**src/rtl/led_7seg_mux.sv**
```systemverilog
// rtl/led_7seg_mux.sv - multiplexed common-anode seven-segment driver with frame-synchronous double buffering
// Optional build macro: LED_7SEG_LZS_EN (leading-zero suppression on the active buffer).
module led_7seg_mux #(
  parameter int NUM_DIGITS   = 4,
  parameter int REFRESH_DIV  = 50000,
  parameter int BLANK_CYCLES = 500
) (
  input  logic                      clock,
  input  logic                      clear,
  input  logic                      load,
  input  logic [4*NUM_DIGITS-1:0]   data,
  input  logic [NUM_DIGITS-1:0]     dp,
  input  logic [NUM_DIGITS-1:0]     blank,
  output logic [NUM_DIGITS-1:0]     enable,
  output logic [6:0]                segs,
  output logic                      decimal,
  output logic                      frame_done
);

  localparam int CW = $clog2(REFRESH_DIV);
  localparam int IW = $clog2(NUM_DIGITS);

  logic [CW-1:0]           cnt_q, cnt_d;
  logic [IW-1:0]           idx_q, idx_d;
  logic [4*NUM_DIGITS-1:0] pend_data_q, act_data_q;
  logic [NUM_DIGITS-1:0]   pend_dp_q, act_dp_q;
  logic [NUM_DIGITS-1:0]   pend_blank_q, act_blank_q;
  logic [NUM_DIGITS-1:0]   enable_d;
  logic [6:0]              segs_d;
  logic                    decimal_d;
  logic                    tick, commit;
  logic [NUM_DIGITS-1:0]   eff_blank;

  // Active-low {g,f,e,d,c,b,a} pattern for one hex nibble.
  function automatic logic [6:0] hex_decode(input logic [3:0] n);
    case (n)
      4'h0: hex_decode = 7'b1000000;
      4'h1: hex_decode = 7'b1111001;
      4'h2: hex_decode = 7'b0100100;
      4'h3: hex_decode = 7'b0110000;
      4'h4: hex_decode = 7'b0011001;
      4'h5: hex_decode = 7'b0010010;
      4'h6: hex_decode = 7'b0000010;
      4'h7: hex_decode = 7'b1111000;
      4'h8: hex_decode = 7'b0000000;
      4'h9: hex_decode = 7'b0010000;
      4'hA: hex_decode = 7'b0001000;
      4'hB: hex_decode = 7'b0000011;
      4'hC: hex_decode = 7'b1000110;
      4'hD: hex_decode = 7'b0100001;
      4'hE: hex_decode = 7'b0000110;
      default: hex_decode = 7'b0001110;
    endcase
  endfunction

  // Slot prescaler and digit index; a tick on the last digit closes the frame.
  always_comb begin
    tick   = (cnt_q == CW'(REFRESH_DIV - 1));
    commit = tick && (idx_q == IW'(NUM_DIGITS - 1));
    cnt_d  = tick ? '0 : cnt_q + 1'b1;
    idx_d  = idx_q;
    if (tick) idx_d = commit ? '0 : idx_q + 1'b1;
  end

`ifdef LED_7SEG_LZS_EN
  // Suppress a zero digit while every digit above it is zero or blanked; digit 0 always shows.
  always_comb begin
    logic hi_clear;
    logic zero;
    eff_blank = act_blank_q;
    hi_clear  = 1'b1;
    zero      = 1'b0;
    for (int i = NUM_DIGITS - 1; i >= 1; i--) begin
      zero = (act_data_q[4*i +: 4] == 4'h0) && !act_dp_q[i];
      if (zero && hi_clear) eff_blank[i] = 1'b1;
      hi_clear = hi_clear && (zero || act_blank_q[i]);
    end
  end
`else
  // Only the explicit blank request hides a digit.
  always_comb begin
    eff_blank = act_blank_q;
  end
`endif

  // Next display outputs from the current slot position and active buffer.
  always_comb begin
    enable_d  = '1;
    segs_d    = 7'b1111111;
    decimal_d = 1'b1;
    if (!((cnt_q < CW'(BLANK_CYCLES)) || eff_blank[idx_q])) begin
      enable_d  = ~(NUM_DIGITS'(1) << idx_q);
      segs_d    = hex_decode(act_data_q[{idx_q, 2'b00} +: 4]);
      decimal_d = ~act_dp_q[idx_q];
    end
  end

  // State, double buffers and registered pins; commit sees pending before any same-edge load.
  always_ff @(posedge clock) begin
    if (!clear) begin
      cnt_q        <= '0;
      idx_q        <= '0;
      pend_data_q  <= '0;
      pend_dp_q    <= '0;
      pend_blank_q <= '0;
      act_data_q   <= '0;
      act_dp_q     <= '0;
      act_blank_q  <= '0;
      enable       <= '1;
      segs         <= 7'b1111111;
      decimal      <= 1'b1;
      frame_done   <= 1'b0;
    end else begin
      cnt_q      <= cnt_d;
      idx_q      <= idx_d;
      enable     <= enable_d;
      segs       <= segs_d;
      decimal    <= decimal_d;
      frame_done <= commit;
      if (commit) begin
        act_data_q  <= pend_data_q;
        act_dp_q    <= pend_dp_q;
        act_blank_q <= pend_blank_q;
      end
      if (load) begin
        pend_data_q  <= data;
        pend_dp_q    <= dp;
        pend_blank_q <= blank;
      end
    end
  end

endmodule

```
**config.mk**
```make
export PLATFORM = sky130hd
export DESIGN_NAME = led_7seg_mux
export DESIGN_NICKNAME = d
export VERILOG_FILES = /design/src/rtl/led_7seg_mux.sv
export SDC_FILE = /design/constraint.sdc
export NUM_CORES = 1
export LEC_CHECK = 0
export BUFFER_PORTS_ARGS = -buffer_cell sky130_fd_sc_hd__buf_2
export CORE_ASPECT_RATIO = 2
export CORE_MARGIN = 2
export CORE_UTILIZATION = 62
export CTS_BUF_LIST = sky130_fd_sc_hd__clkbuf_16
export DETAILED_ROUTE_END_ITERATION = 6
export PLACE_DENSITY_LB_ADDON = 0.25
export SYNTH_ARGS = -nofsm -noshare
export SYNTH_HDL_FRONTEND = slang
export SYNTH_SLANG_ARGS = --single-unit
```
**constraint.sdc**
```tcl
create_clock -name clock -period 4.5 [get_ports clock]
set_input_delay 0.45 -clock clock [delete_from_list [all_inputs] [get_ports clock]]
set_output_delay 0.45 -clock clock [all_outputs]
set_load 0.005 [all_outputs]
```
# ---- After elaboration in Yosys (flattened, before gate mapping)
# Memories as Yosys holds them, arrays and structs flattened. A register that Yosys moved wholly into a read port is not among the register bits.
# Cells that the tools add are included.
dict set report totals {
  n_memories 1
  elab_cells 32
  input_bits 27
  rom_bits 112
  register_bits 72
}
# name depth word_bits read_ports rd_ports_with_merged_regs wr line_no
set mem_list {}
lappend mem_list {{(name not given)} 16 7 1 1 0 36} ;# case (n)
dict set report classes {
  n_eq_ne 2
  add_sub_neg 2
  reduce_logical 4
  magnitude_cmp 2
  shift 2
  bitwise_logic 3
  n_mux 5
}
# cell count
set op_table {}
lappend op_table {{$add 16x1->16 const B} 1}
lappend op_table {{$eq 16x16->1 const B} 1}
lappend op_table {{$lt 16x9->1 const B} 1}
lappend op_table {{$shiftx 16x5->4} 1}
lappend op_table {{$bmux 1 s2} 2}
lappend op_table {{$not 4->4} 1}
lappend op_table {{$reduce_or 2->1} 2}
lappend op_table {{$shl 1x2->4 const A} 1}
lappend op_table {{$lt 2x3->1 const B} 1}
lappend op_table {{$add 2x1->2 const B} 1}
lappend op_table {{$eq 2x2->1 const B} 1}
lappend op_table {{$mux 1} 2}
lappend op_table {{$mux 2} 1}
lappend op_table {{$not 1->1} 2}
lappend op_table {{$logic_and 1x1->1} 1}
lappend op_table {{$logic_or 1x1->1} 1}

# ---- Logic depth before layout (Yosys ltp)
dict set report depth {
  word_depth 4
  depth_mapped 8
  mapped_depth_nobuf 7
}

# ---- Worst setup path after synthesis
# OpenSTA, ideal clock, no wires.
dict set report synth_timing {
  kind {register -> register}
  start {register idx_q[0]}
  end {register segs[0]}
  slack_ns 2.473
  setup_time_ns 0.074
  n_path_buf 1
  stages_incl_launch_ff 9
  arrival_time_ns 1.953
  required_ns 4.426
  synth_period_minus_slack_ns 2.027
  cell_sequence {dfxtp_1 > buf_2 > mux4_2 > inv_1 > ha_1 > nor3b_1 > a211oi_1 > a21oi_1 > o21ai_0}
}
dict set report synth_between {
  elab_chain_cells 4
  elab_cells_between_ends 5
  cone_classes {shift: 1; mux: 2; reduce/logical: 2}
}
# item line_no
set synth_rtl {}
lappend synth_rtl {{from (decl)} 24} ;# logic [IW-1:0] idx_q, idx_d;
lappend synth_rtl {{from (signal assigned)} 115} ;# idx_q <= idx_d;
lappend synth_rtl {{$bmux 1 s2} 91} ;# if (!((cnt_q < CW'(BLANK_CYCLES)) || eff_blank[idx_q])) begin
lappend synth_rtl {{$mux 1 (not written as such)} 91}
lappend synth_rtl {{$logic_or 1x1->1} 91}
lappend synth_rtl {{$reduce_or 2->1 (no line)} --}
lappend synth_rtl {{to (decl)} 15} ;# output logic [6:0] segs,
# Several ways; a longest one is shown, not always the timed one. The select of a mux whose other input is x is not followed.
# A chain may end at the register's enable or synchronous reset.

# ---- Worst setup path after layout
dict set report layout_timing {
  start {register idx_q[0]}
  end {register segs[2]}
}
# The elaborated chain is that of the path after synthesis.

==> flow_summary.html <==
<table>
<tr><th>Metric</th><th>Value</th></tr>
<tr><th colspan="2">Die</th></tr>
<tr><td>Placeable Area</td><td>5660 um2</td></tr>
<tr><td>Die area</td><td>6440 um2</td></tr>
<tr><td>Site Rows</td><td>39</td></tr>
<tr><td>X dimension of the die</td><td>57.7 um</td></tr>
<tr><td>Chip Height</td><td>111 um</td></tr>
<tr><td>Starting density of the core</td><td>63.3%</td></tr>
<tr><td>IO Count</td><td>40</td></tr>
<tr><th colspan="2">Route</th></tr>
<tr><td>Overall via count from detail_route</td><td>2470</td></tr>
<tr><td>Initial DRC count</td><td>80</td></tr>
<tr><td>Post-route ant nets</td><td>0</td></tr>
<tr><td>Routed wirelength normalized by instance count</td><td>13.6 um</td></tr>
<tr><td>Router iterations before antenna repair</td><td>4</td></tr>
<tr><td>Total length of routed wires</td><td>6150 um</td></tr>
<tr><td>DRC violation count after routing</td><td>0</td></tr>
<tr><td>Average via count per standard cell</td><td>5.45</td></tr>
<tr><th colspan="2">Clock network</th></tr>
<tr><td>Buffer type at the clock tree root</td><td>sky130_fd_sc_hd__clkbuf_16</td></tr>
<tr><td>TritonCTS clock tree</td><td>built</td></tr>
<tr><td>Cts hold-fix bufs</td><td>0</td></tr>
<tr><td>Clock latency on the worst-skew pair</td><td>0.34 ns</td></tr>
<tr><td>Buffers inserted by post-CTS timing repair</td><td>0</td></tr>
<tr><td>Max H-tree Level</td><td>3</td></tr>
<tr><td>Buffer depth of the longest clock path</td><td>2</td></tr>
<tr><td>Num CTS Buffers</td><td>9</td></tr>
<tr><td>CTS clock-pin slew for the worst setup and hold paths</td><td>0.06 ns</td></tr>
<tr><td>Count of instances resized after the clock tree is built</td><td>0</td></tr>
<tr><td>Sink count of the clock tree</td><td>79</td></tr>
<tr><th colspan="2">Global route</th></tr>
<tr><td>Met2 demand-to-capacity share in global routing</td><td>37.1%</td></tr>
<tr><td>Pin count of the biggest net entering global routing</td><td>55</td></tr>
<tr><td>Grt met3 use</td><td>6.62%</td></tr>
<tr><td>Global route overflow</td><td>0</td></tr>
<tr><td>Number of global-route vias before repair</td><td>2455</td></tr>
<tr><td>Antenna violations before repair</td><td>0</td></tr>
<tr><td>Most utilized layer in the global route result</td><td>met2</td></tr>
<tr><td>Global-route wire length before repair</td><td>10500 um</td></tr>
<tr><td>Met1 track demand over resource in global routing</td><td>21.7%</td></tr>
<tr><td>Overall routing resource usage</td><td>21.1%</td></tr>
<tr><th colspan="2">Critical path</th></tr>
<tr><td>Maximum fanout along the worst path</td><td>13</td></tr>
<tr><td>Register-to-register setup slack</td><td>2.02 ns</td></tr>
<tr><td>Crit path kind</td><td>flip-flop to flip-flop</td></tr>
<tr><td>Series of cell instances along the critical path</td><td>mux4_2 -&gt; nand2b_1 -&gt; a21oi_1 -&gt; o311ai_0</td></tr>
<tr><td>Data required, critical path</td><td>4.66 ns</td></tr>
<tr><td>Crit. End Element</td><td>flip-flop</td></tr>
<tr><td>Start of the worst register-to-register path</td><td>idx_q[0]</td></tr>
<tr><td>Critical path's slowest cell</td><td>sky130_fd_sc_hd__dfxtp_1</td></tr>
<tr><td>Data arrival, critical path</td><td>2.64 ns</td></tr>
<tr><td>Category of the worst setup path launch point</td><td>flip-flop</td></tr>
<tr><td>RR Endpoint</td><td>segs[2]</td></tr>
<tr><td>Number of cells on the worst reg-to-reg path</td><td>4</td></tr>
<tr><td>CP peak stage delay</td><td>0.71 ns</td></tr>
<tr><th colspan="2">Pwr</th></tr>
<tr><td>Power Density</td><td>398 nW/um2</td></tr>
<tr><td>Switching share of power</td><td>20.1%</td></tr>
<tr><td>Register share of total power</td><td>45.0%</td></tr>
<tr><td>Worst VDD drop</td><td>0.000442 V</td></tr>
<tr><td>Int Pwr</td><td>1.29 mW</td></tr>
<tr><td>Relative contribution of the clock network to total power</td><td>51.6%</td></tr>
<tr><td>Fraction of power consumed by combinational cells</td><td>3.4%</td></tr>
<tr><td>Sw Pwr</td><td>324 uW</td></tr>
<tr><td>Leak Pwr</td><td>1.54 nW</td></tr>
<tr><th colspan="2">Outcome</th></tr>
<tr><td>Result of the run</td><td>finished, final reports clean</td></tr>
<tr><th colspan="2">Layout</th></tr>
<tr><td># nets final</td><td>425</td></tr>
<tr><td>Layout cells sized above 1</td><td>27.0%</td></tr>
<tr><td>Commonest non-fill, non-tap cell in the layout</td><td>sky130_fd_sc_hd__dfxtp_1</td></tr>
<tr><td>Commonest cells after routing, fill and taps aside</td><td>sky130_fd_sc_hd__dfxtp_1 (79), sky130_fd_sc_hd__nand2_1 (47), sky130_fd_sc_hd__buf_2 (39)</td></tr>
<tr><td>Layout Area Growth over Synthesis</td><td>13.1%</td></tr>
<tr><td>Antenna diode count</td><td>0</td></tr>
<tr><td>Non-filler cells in the finished layout</td><td>453</td></tr>
<tr><th colspan="2">Synth</th></tr>
<tr><td>Post-synth EDFFs</td><td>0</td></tr>
<tr><td>Number of standard cells after synthesis</td><td>357</td></tr>
<tr><td>Share of Yosys cell area claimed by the top area cell type</td><td>44.2%</td></tr>
<tr><td>Top post-synthesis cells by area</td><td>sky130_fd_sc_hd__dfxtp_1 (44%), sky130_fd_sc_hd__mux2i_1 (8.9%), sky130_fd_sc_hd__a21boi_2 (6.3%)</td></tr>
<tr><td>Cell type contributing the most total cell area after synthesis</td><td>sky130_fd_sc_hd__dfxtp_1</td></tr>
<tr><td>Synth Register Bits</td><td>79</td></tr>
<tr><td>Count of distinct cell types in the synthesized netlist</td><td>41</td></tr>
<tr><td>Count of yosys warnings during synthesis</td><td>0</td></tr>
<tr><td>Async SR Flop Fraction</td><td>0%</td></tr>
<tr><td>Average instance area after synthesis</td><td>10.0 um2</td></tr>
<tr><td>Part of the Yosys area used for sequential elements</td><td>44.2%</td></tr>
<tr><td>Top flip-flop cell by instance count after synthesis</td><td>sky130_fd_sc_hd__dfxtp_1</td></tr>
<tr><td>Combined area of all synthesized cells</td><td>3580 um2</td></tr>
<tr><td>Nets in the synthesized netlist</td><td>395</td></tr>
<tr><th colspan="2">Timing</th></tr>
<tr><td>Accumulated negative setup slack</td><td>0 ns</td></tr>
<tr><td>Final number of hold-violating endpoints</td><td>0</td></tr>
<tr><td>Final min period</td><td>2.48 ns</td></tr>
<tr><td>Worst setup skew after layout</td><td>0.00515 ns</td></tr>
<tr><td>Worst-case headroom to the max-slew limit</td><td>49.5%</td></tr>
<tr><td>Fin. max-slew vios</td><td>0</td></tr>
<tr><td>Final clock period utilization by the worst path</td><td>55.1%</td></tr>
<tr><td>Worst Hold Margin</td><td>0.366 ns</td></tr>
<tr><td>Endpoints failing setup</td><td>0</td></tr>
<tr><td>Actual slew at the worst max-slew pin</td><td>0.758 ns</td></tr>
<tr><td>Max Clock Freq</td><td>404 MHz</td></tr>
<tr><td>Unrepaired setup endpoints after global routing</td><td>no</td></tr>
<tr><th colspan="2">Placed design</th></tr>
<tr><td>Count of port buffers added during placement</td><td>39</td></tr>
<tr><td>HPWL after detailed placement</td><td>4370 um</td></tr>
<tr><td>Placed cell count</td><td>437</td></tr>
<tr><td>Final RePlAce weighted congestion</td><td>0.838</td></tr>
<tr><th colspan="2">Min path</th></tr>
<tr><td>Endpoint, Worst Hold</td><td>pend_data_q[3]</td></tr>
<tr><td>Count of cells along the worst hold path</td><td>3</td></tr>
<tr><td>Worst min-delay path category</td><td>primary input to flip-flop</td></tr>
<tr><td>Worst min-delay path startpoint</td><td>data[3]</td></tr>
<tr><th colspan="2">Flow run</th></tr>
<tr><td>MaxCap Viol Count</td><td>0</td></tr>
</table>
==> per-stage QoR <==
stage	total power [mW]	utilization (%)	setup slack, ns	cell area, um2
finish	1.61	71.5	2.02	4050
floorplan	0.779	-	2.47	3580
global route	1.66	71.5	1.69	4050
detailed placement	0.797	65.4	2.01	3700
CTS	1.62	71.5	2.00	4050
global placement	0.794	65.4	2.10	3700
==> worst max-delay path by stage <==
stage,slack (ns),to,cells past startpoint,startpoint
2_1_floorplan,2.47,segs[0],8,idx_q[0]
3_3_place_gp,2.10,segs[2],4,idx_q[0]
3_5_place_dp,2.01,segs[2],4,idx_q[0]
4_1_cts,2.00,segs[2],4,idx_q[0]
5_1_grt,1.69,segs[6],4,idx_q[0]
6_report,2.02,segs[2],4,idx_q[0]
==> worst max-delay path, delay by kind of cell (launching register included) <==
family             cells  cell delay, ns
and+or+nand+nor        1            0.15
AOI/OAI and AO/OA      2            0.86
DFF                    1            0.71
muxes                  1            0.57
==> registers in the layout (all words and copies together) (netlist names) <==
name          cells
act_dp_q          4
cnt_q            16
pend_dp_q         4
act_data_q       16
pend_data_q      16
decimal           1
segs              7
frame_done        1
act_blank_q       4
pend_blank_q      4
idx_q             2
enable            4
==> power by group through the flow <==
stage          clock (mW)  sequential, mW  combinational (mW)
2_1_floorplan           0           0.738              0.0412
3_3_place_gp            0           0.740              0.0542
3_5_place_dp            0           0.741              0.0560
4_1_cts             0.840           0.725              0.0562
5_1_grt             0.875           0.726              0.0609
6_report            0.832           0.725              0.0554
==> synthesized netlist by cell type (all sizes together), types with 3 or more instances <==
master	number
dfxtp	79
nand2	67
mux2i	32
nor2b	26
nor2	25
a21boi	24
clkbuf	14
ha	11
xor2	10
nand3	9
inv	6
xnor2	6
a21oi	5
buf	5
o21ai	5
mux4	4
a211oi	3
and2	3
and3	3
==> routing by layer <==
metal,up-vias,part of all wire (%),wire length [um]
met5,-,0,0
met4,0,2.5,155
met3,13,3.9,240
met2,46,54,3330
met1,1154,39,2420
li1,1257,-,-
==> cell type report <==
type	instances	area (um2)
well taps	61	76.3
repair buffers	39	195
multi-input cells	252	1830
clock buffers	9	225
inverters	6	22.5
fillers	441	1610
clock inverters	7	120
flip-flops and latches	79	1580
==> cell families (layout without fill, tap and decap cells) <==
group | Yosys count | after routing | share of synthesized area [%]
XOR/XNOR | 16 | 16 | 3.91
flip-flops | 79 | 79 | 44.2
buffers and inverters | 26 | 61 | 4.79
AO/OA/AOI/OAI | 41 | 41 | 10.1
multiplexers | 38 | 38 | 12.1
adder cells (fa/ha/maj) | 11 | 11 | 3.84
AND/OR/NAND/NOR | 146 | 146 | 21.1
(Power assumes the default switching activity.)
